$ cat src/rtl/timer_pkg.sv
// Shared definitions for the timer front-end blocks (countdown timer, stopwatch).
package timer_pkg;

  localparam int unsigned MODULO_DEF = 60;
  localparam int unsigned FIELD_W    = 8;

  typedef enum logic [1:0] {IDLE, RUN, ALARM} ctimer_state_t;

  // Clamp a loaded field into the legal range 0..modulo-1.
  function automatic logic [FIELD_W-1:0] sat_field(input logic [FIELD_W-1:0] v,
                                                   input int unsigned modulo);
    if (32'(v) >= modulo) return FIELD_W'(modulo - 1);
    return v;
  endfunction

endpackage

$ cat src/rtl/tick_gen.sv
// Step prescaler: counts 0..DIV-1 while enabled and pulses o_tick on the last count.
module tick_gen #(
  parameter int unsigned DIV = 1
) (
  input  logic i_clk,
  input  logic i_reset,
  input  logic i_clr,
  input  logic i_en,
  output logic o_tick
);

  localparam int unsigned CW = (DIV > 1) ? $clog2(DIV) : 1;
  localparam logic [CW-1:0] LAST = CW'(DIV - 1);

  logic [CW-1:0] r_cnt;

  assign o_tick = i_en && (r_cnt == LAST);

  always_ff @(posedge i_clk or posedge i_reset) begin
    if (i_reset) begin
      r_cnt <= '0;
    end else if (i_clr) begin
      r_cnt <= '0;
    end else if (i_en) begin
      r_cnt <= (r_cnt == LAST) ? '0 : r_cnt + 1'b1;
    end
  end

endmodule

$ cat src/rtl/ctimer.sv
// hh:mm:ss countdown timer with start/stop toggle, done pulse and held alarm.
// Define CTIMER_AUTORELOAD_EN to reload the stored value on expiry instead of alarming.
module ctimer
  import timer_pkg::*;
#(
  parameter int unsigned MODULO = MODULO_DEF,
  parameter int unsigned DIV    = 1
) (
  input  logic               i_clk,
  input  logic               i_reset,
  input  logic               i_ss,
  input  logic               i_load,
  input  logic [FIELD_W-1:0] i_lh,
  input  logic [FIELD_W-1:0] i_lm,
  input  logic [FIELD_W-1:0] i_ls,
  output logic [FIELD_W-1:0] o_th,
  output logic [FIELD_W-1:0] o_tm,
  output logic [FIELD_W-1:0] o_ts,
  output logic               o_running,
  output logic               o_done,
  output logic               o_alarm
);

  localparam logic [FIELD_W-1:0] MAX = FIELD_W'(MODULO - 1);

  ctimer_state_t r_state, w_state_d;
  logic [FIELD_W-1:0] r_h, r_m, r_s, w_h_d, w_m_d, w_s_d;
  logic [FIELD_W-1:0] r_rh, r_rm, r_rs, w_rh_d, w_rm_d, w_rs_d;
  logic [FIELD_W-1:0] w_dh, w_dm, w_ds;
  logic               r_done, w_done_d;
  logic               w_clr, w_tick, w_nonzero, w_dec_zero;

  tick_gen #(.DIV(DIV)) u_tick_gen (
    .i_clk   (i_clk),
    .i_reset (i_reset),
    .i_clr   (w_clr),
    .i_en    (r_state == RUN),
    .o_tick  (w_tick)
  );

  assign w_nonzero = ({r_h, r_m, r_s} != '0);

  // One-step borrow chain; only meaningful while the count is nonzero.
  always_comb begin
    w_ds = r_s - 1'b1;
    w_dm = r_m;
    w_dh = r_h;
    if (r_s == '0) begin
      w_ds = MAX;
      if (r_m == '0) begin
        w_dm = MAX;
        w_dh = r_h - 1'b1;
      end else begin
        w_dm = r_m - 1'b1;
      end
    end
  end

  assign w_dec_zero = ({w_dh, w_dm, w_ds} == '0);

  always_comb begin
    w_state_d = r_state;
    w_h_d     = r_h;
    w_m_d     = r_m;
    w_s_d     = r_s;
    w_rh_d    = r_rh;
    w_rm_d    = r_rm;
    w_rs_d    = r_rs;
    w_done_d  = 1'b0;
    w_clr     = 1'b0;
    if (i_load && (r_state != RUN)) begin
      w_rh_d    = sat_field(i_lh, MODULO);
      w_rm_d    = sat_field(i_lm, MODULO);
      w_rs_d    = sat_field(i_ls, MODULO);
      w_h_d     = w_rh_d;
      w_m_d     = w_rm_d;
      w_s_d     = w_rs_d;
      w_state_d = IDLE;
    end else begin
      unique case (r_state)
        IDLE: begin
          if (i_ss && w_nonzero) begin
            w_state_d = RUN;
            w_clr     = 1'b1;
          end
        end
        RUN: begin
          if (i_ss) begin
            w_state_d = IDLE;
          end else if (w_tick) begin
            w_h_d = w_dh;
            w_m_d = w_dm;
            w_s_d = w_ds;
            if (w_dec_zero) begin
              w_done_d = 1'b1;
`ifdef CTIMER_AUTORELOAD_EN
              if ({r_rh, r_rm, r_rs} != '0) begin
                w_h_d = r_rh;
                w_m_d = r_rm;
                w_s_d = r_rs;
              end else begin
                w_state_d = IDLE;
              end
`else
              w_state_d = ALARM;
`endif
            end
          end
        end
        ALARM: begin
          if (i_ss) w_state_d = IDLE;
        end
        default: w_state_d = IDLE;
      endcase
    end
  end

  always_ff @(posedge i_clk or posedge i_reset) begin
    if (i_reset) begin
      r_state <= IDLE;
      r_h     <= '0;
      r_m     <= '0;
      r_s     <= '0;
      r_rh    <= '0;
      r_rm    <= '0;
      r_rs    <= '0;
      r_done  <= 1'b0;
    end else begin
      r_state <= w_state_d;
      r_h     <= w_h_d;
      r_m     <= w_m_d;
      r_s     <= w_s_d;
      r_rh    <= w_rh_d;
      r_rm    <= w_rm_d;
      r_rs    <= w_rs_d;
      r_done  <= w_done_d;
    end
  end

  assign o_th      = r_h;
  assign o_tm      = r_m;
  assign o_ts      = r_s;
  assign o_done    = r_done;
  assign o_running = (r_state == RUN);
  assign o_alarm   = (r_state == ALARM);

endmodule

$ cat config.mk
export PLATFORM = sky130hd
export DESIGN_NAME = ctimer
export DESIGN_NICKNAME = d
export VERILOG_FILES = /design/src/rtl/timer_pkg.sv /design/src/rtl/tick_gen.sv /design/src/rtl/ctimer.sv
export SDC_FILE = /design/constraint.sdc
export NUM_CORES = 1
export LEC_CHECK = 0
export CORE_ASPECT_RATIO = 1.5
export CORE_MARGIN = 8
export CORE_UTILIZATION = 52
export CTS_CLUSTER_SIZE = 40
export DETAILED_ROUTE_END_ITERATION = 10
export HOLD_SLACK_MARGIN = 0.15
export PLACE_DENSITY = 0.91
export SLEW_MARGIN = 20
export SYNTH_ARGS = -nofsm -noshare
export SYNTH_HDL_FRONTEND = slang
export SYNTH_SLANG_ARGS = --single-unit
$ cat constraint.sdc
create_clock -name i_clk -period 5.85 [get_ports i_clk]
set_input_delay 0.585 -clock i_clk [delete_from_list [all_inputs] [get_ports i_clk]]
set_output_delay 0.585 -clock i_clk [all_outputs]
set_load 0.02 [all_outputs]
# Yosys cells after proc, flatten, opt, wreduce, memory -nomap -nowiden
# Index checks and enable logic that the tools add are counted.
# totals
reg_bits,28
input_bits,28
wordCells,82
# classes
addsub,4
order_cmp,3
eq_ne,8
n_mux,47
bitwise,1
n_reduce_logical,13
# op_table
cell,n
$mux W8,23
$ge A8 B6 Y1 const B,3
$logic_not A24 Y1,1
$reduce_bool A24 Y1,1
$sub A8 B1 Y8 const B,3
$mux W1,17
$logic_not A8 Y1,2
$mux W2,6
$ne A4 B4 Y1 const B,2
$pmux W2 S3,1
$reduce_bool A2 Y1,3
$ne A2 B1 Y1 const B,2
$reduce_and A4 Y1,1
$logic_and A1 B1 Y1,3
$ne A3 B2 Y1 const B,1
$ne A3 B3 Y1 const B,1
$reduce_and A3 Y1,1
$eq A2 B1 Y1 const B,1
$eq A2 B2 Y1 const B,1
$logic_not A2 Y1,1
$add A1 B1 Y1 const B,1
$not A1 Y1,1

# Longest topological paths before layout
# depth
ltp_word,9
depth_mapped,9

# Hierarchy
# A second synthesis with hierarchy kept.
# unflattened
cells_unflattened,248
area_unflattened_um2,2013.2
# modules_own_cells
mod,instances,cells_per_inst,area_each_um2,seq_area_each_um2
ctimer,1,247,2005.7,675.6
tick_gen,1,1,7.5,0.0

# Worst setup path before layout
# Ideal clock, no wire load.
# synth_path
path_type,reg-to-reg
start,"register r_m[0], in the netlist o_tm[0]"
end,register r_state[0]
arrival_time_ns,2.542
t_required_ns,5.729
setup_slack_ns,3.187
stages_incl_launch_ff,10
path_buffers,1
synth_period_minus_slack_ns,2.663
path_cell_list,dfrtp_1 > clkdlybuf4s15_1 > inv_1 > ha_1 > nor3b_1 > nand4_1 > nor4_4 > and3_1 > o2111ai_1 > a22o_1
# synth_via
elab_chain_cells,6
elab_cells_between_ends,12
# synth_rtl
item,line,rtl
"start, declared",ctimer.sv:27,"logic [FIELD_W-1:0] r_h, r_m, r_s, w_h_d, w_m_d, w_s_d;"
"start signal, assigned",ctimer.sv:131,r_m <= w_m_d;
$sub A8 B1 Y8 or $logic_not A8 Y1 (tied branches),"ctimer.sv:54, ctimer.sv:50",
$mux W8,ctimer.sv:50,if (r_m == '0) begin
$mux W8,ctimer.sv:48,if (r_s == '0) begin
$logic_not A24 Y1,ctimer.sv:59,"assign w_dec_zero = ({w_dh, w_dm, w_ds} == '0);"
$ne A4 B4 Y1 (no line),-,
$reduce_and A4 Y1 (no line) *,-,
"end signal, assigned",ctimer.sv:129,r_state <= w_state_d;
"end, declared",ctimer.sv:26,"ctimer_state_t r_state, w_state_d;"
# Mark *: on every way between the ends. The rest lies on a longest branch, timed or not.
# A chain may end at the register's enable or synchronous reset.

# Worst setup path after layout
# Same ends and word-level chain as after synthesis.

==> flow_metrics.env <==
export IMPL_r2r_start="o_tm[0]$_DFFE_PP0P_"
export IMPL_antenna_found_initial=0
export IMPL_slew_violations=0
export IMPL_r2r_setup_slack_ns=3.00
export IMPL_cts_repair_resize_count=0
export IMPL_synth_seq_cells=27
export IMPL_place_congestion=0.955
export IMPL_fin_tns_setup_ns=0
export IMPL_synthTopCellsByArea="dfrtp_1, o21ai_0, nor2_1"
export IMPL_path_clk_slew_ns=0.09
export IMPL_end_kind="flop"
export IMPL_reg2reg_to="r_state[0]$_DFFE_PP0P_"
export IMPL_clockBufferDepth=2
export IMPL_synthTopCellsByCount="dfrtp_1, nor2_1, o21ai_0"
export IMPL_hpwlAfterDp_mm=4.56
export IMPL_p_leak_uw=0.000975
export IMPL_core_um2=3650
export IMPL_total_power_uw=508
export IMPL_maxSlewHeadroom_pct=40.8
export IMPL_synth_most_common_cell="dfrtp_1"
export IMPL_final_period_utilization_pct=48.8
export IMPL_die_area_um2=6000
export IMPL_rsz0062_at_grt="no"
export IMPL_synth_top_area_cell="dfrtp_1"
export IMPL_die_h_um=90.9
export IMPL_layout_drive_gt1_share_pct=4.88
export IMPL_postSynth_asyncResetShare_pct=100
export IMPL_drt_iter0_markers=162
export IMPL_route_detailed_drc=0
export IMPL_switching_share_pct=35.6
export IMPL_cts_root_buf="clkbuf_8"
export IMPL_avgViaCountPerCell=6.31
export IMPL_hold_viol_final=0
export IMPL_grt_pass1_wl_mm=9.78
export IMPL_finalSetupViolCount=0
export IMPL_whs_ns=0.553
export IMPL_routed_wl_mm=5.98
export IMPL_critPathLaunchType="flop"
export IMPL_synth_fp_nets=272
export IMPL_hold_buffers=0
export IMPL_nets=321
export IMPL_crit_end="r_state[0]$_DFFE_PP0P_"
export IMPL_crit_buf_inv=1
export IMPL_antenna_cells=0
export IMPL_cp_num_cells=8
export IMPL_synth_flop_cell="dfrtp_1"
export IMPL_power_switching_uw=181
export IMPL_tightest_slew_ns=0.877
export IMPL_p_int_uw=327
export IMPL_syn_inst=239
export IMPL_maxCapViolations=0
export IMPL_yosysSeqAreaShare_pct=34.7
export IMPL_peakVddDrop_uv=130
export IMPL_worstSetupStartpoint="o_tm[0]$_DFFE_PP0P_"
export IMPL_clock_sinks=27
export IMPL_p_clk_share_pct=21.0
export IMPL_num_rows=27
export IMPL_crit_chain="inv_1 -> ha_1 -> nor3b_1 -> nand4_1 -> nor4_4 -> and3_1 -> o2111ai_1 -> a22o_1"
export IMPL_port_buffers=54
export IMPL_avgRoutedWirePerCell_um=18.1
export IMPL_grt_pass1_vias=2068
export IMPL_path_delay_family="simple AND/OR/NAND/NOR gates"
export IMPL_layout_min_cycle_time_ns=2.85
export IMPL_clock_skew_ns=0.00433
export IMPL_combPwrFrac_pct=32.9
export IMPL_slowest_delay_ns=0.51
export IMPL_insertion_delay_ns=0.27
export IMPL_syn_cell_area_um2=1950
export IMPL_ys_warn_count=0
export IMPL_num_vias=2083
export IMPL_required_ns=6.01
export IMPL_path_max_fanout=10
export IMPL_grt_max_degree=28
export IMPL_reg2regPathDepth=8
export IMPL_max_freq_mhz=351
export IMPL_cts_htree_levels=1
export IMPL_start_util_pct=53.4
export IMPL_cp_arrival_ns=3.01
export IMPL_drtPass1Iterations=4
export IMPL_gr_usage_all_layers_pct=19.9
export IMPL_synth_edf_count=0
export IMPL_fill_cells=293
export IMPL_cts_setup_buffers=0
export IMPL_synth_top_area_share_pct=34.7
export IMPL_status="finished, final reports clean"
export IMPL_die_w_um=66.0
export IMPL_synth_cell_types=56
export IMPL_hold_path_class="reg -> reg"
export IMPL_tritoncts="built"
export IMPL_cts_made_buffers=3
export IMPL_grt_ovfl_total=0
export IMPL_area_growth_syn_to_layout_pct=30.1
export IMPL_syn_area_per_cell_um2=8.15
export IMPL_pin_count=55
export IMPL_p_seq_share_pct=46.1
export IMPL_power_density_nw_per_um2=201
export IMPL_crit_type="reg -> reg"
export IMPL_cpMaxStageDelayCell="nor3b_1"
export IMPL_ant_nets=0
sequential cells by signal, indices dropped and copies added, names as in the netlist:
name / count
o_done: 1
o_th: 8
o_tm: 8
o_ts: 8
r_state: 2
worst reg2reg max path, cell delays in order (launching register included):
cell and delay, ns:
dfrtp_1 0.48, inv_1 0.09, ha_1 0.15, nor3b_1 0.51
nand4_1 0.42, nor4_4 0.43, and3_1 0.25, o2111ai_1 0.15
a22o_1 0.27
area by class of cell:
type	count	area, um2	area share [%]
Sequential cell	27	676	26.7
Inverter	12	45.0	1.78
Tap cell	43	53.8	2.12
Clock buffer	4	45.0	1.78
Multi-Input combinational cell	189	1160	46.0
Timing Repair Buffer	55	548	21.6
worst min-delay path by stage:
stage	start	endpoint	depth (start not counted)
final	r_state[0]$_DFFE_PP0P_	r_state[1]$_DFFE_PP0P_	1
after detailed placement	r_state[0]$_DFFE_PP0P_	r_state[1]$_DFFE_PP0P_	1
after global placement	r_state[0]$_DFFE_PP0P_	r_state[1]$_DFFE_PP0P_	1
after CTS	r_state[0]$_DFFE_PP0P_	r_state[1]$_DFFE_PP0P_	1
after floorplan	r_state[0]$_DFFE_PP0P_	r_state[1]$_DFFE_PP0P_	1
after global routing	r_state[0]$_DFFE_PP0P_	r_state[1]$_DFFE_PP0P_	1
logic make-up after synthesis:
| kind of cell | share of synthesized area, % |
|---|---|
| simple gates | 31.9 |
| compound gates | 22.7 |
| fa+ha+maj | 3.21 |
| xor+xnor | 0.900 |
| mux | 1.09 |
| flops | 34.7 |
| buf+inv | 5.46 |
through the flow:
| stage | setup slack [ns] | std cells | util (%) | cell area (um2) |
|---|---|---|---|---|
| final | 3.00 | 330 | 69.4 | 2530 |
| after global placement | 3.16 | 326 | 68.2 | 2490 |
| after global routing | 2.84 | 330 | 69.4 | 2530 |
| after detailed placement | 3.06 | 326 | 68.2 | 2490 |
| after CTS | 3.05 | 330 | 69.4 | 2530 |
| after floorplan | 3.19 | 239 | - | 1950 |
power groups by stage:
stage	logic, uW	clock network [uW]	registers, uW
floorplan	85.8	0	242
global placement	164	0	236
detailed placement	165	0	237
CTS	167	109	233
global route	180	117	238
finish	167	107	234
metal layers:
layer  track usage (%)  up-vias  share of wire, %
met4              8.94        0               3.0
met5                 0        -                 0
met2              34.6       85                52
met3              1.85       20               4.7
met1              23.7      978                41
li1                  -     1000                 -
cells in the final DEF (no fill, tap or decap), types with 2 or more instances in the layout:
cell type,instances
a211oi_1,2
a21oi_1,12
a22o_1,2
a31oi_1,5
and2_0,2
and3_1,3
clkbuf_8,3
clkdlybuf4s50_1,54
dfrtp_1,27
ha_1,5
inv_1,11
nand2_1,19
nand2b_1,2
nand3_1,7
nand3b_1,3
nand4_1,8
nor2_1,26
nor3_1,14
nor3b_1,3
nor4_1,5
nor4b_1,3
o2111ai_1,2
o211ai_1,2
o21ai_0,23
o221ai_1,3
o22ai_1,3
o2bb2ai_1,2
o31a_1,2
o31ai_1,3
or3_1,4
or4_1,2
Note: power is estimated with default switching activity, not from simulation.
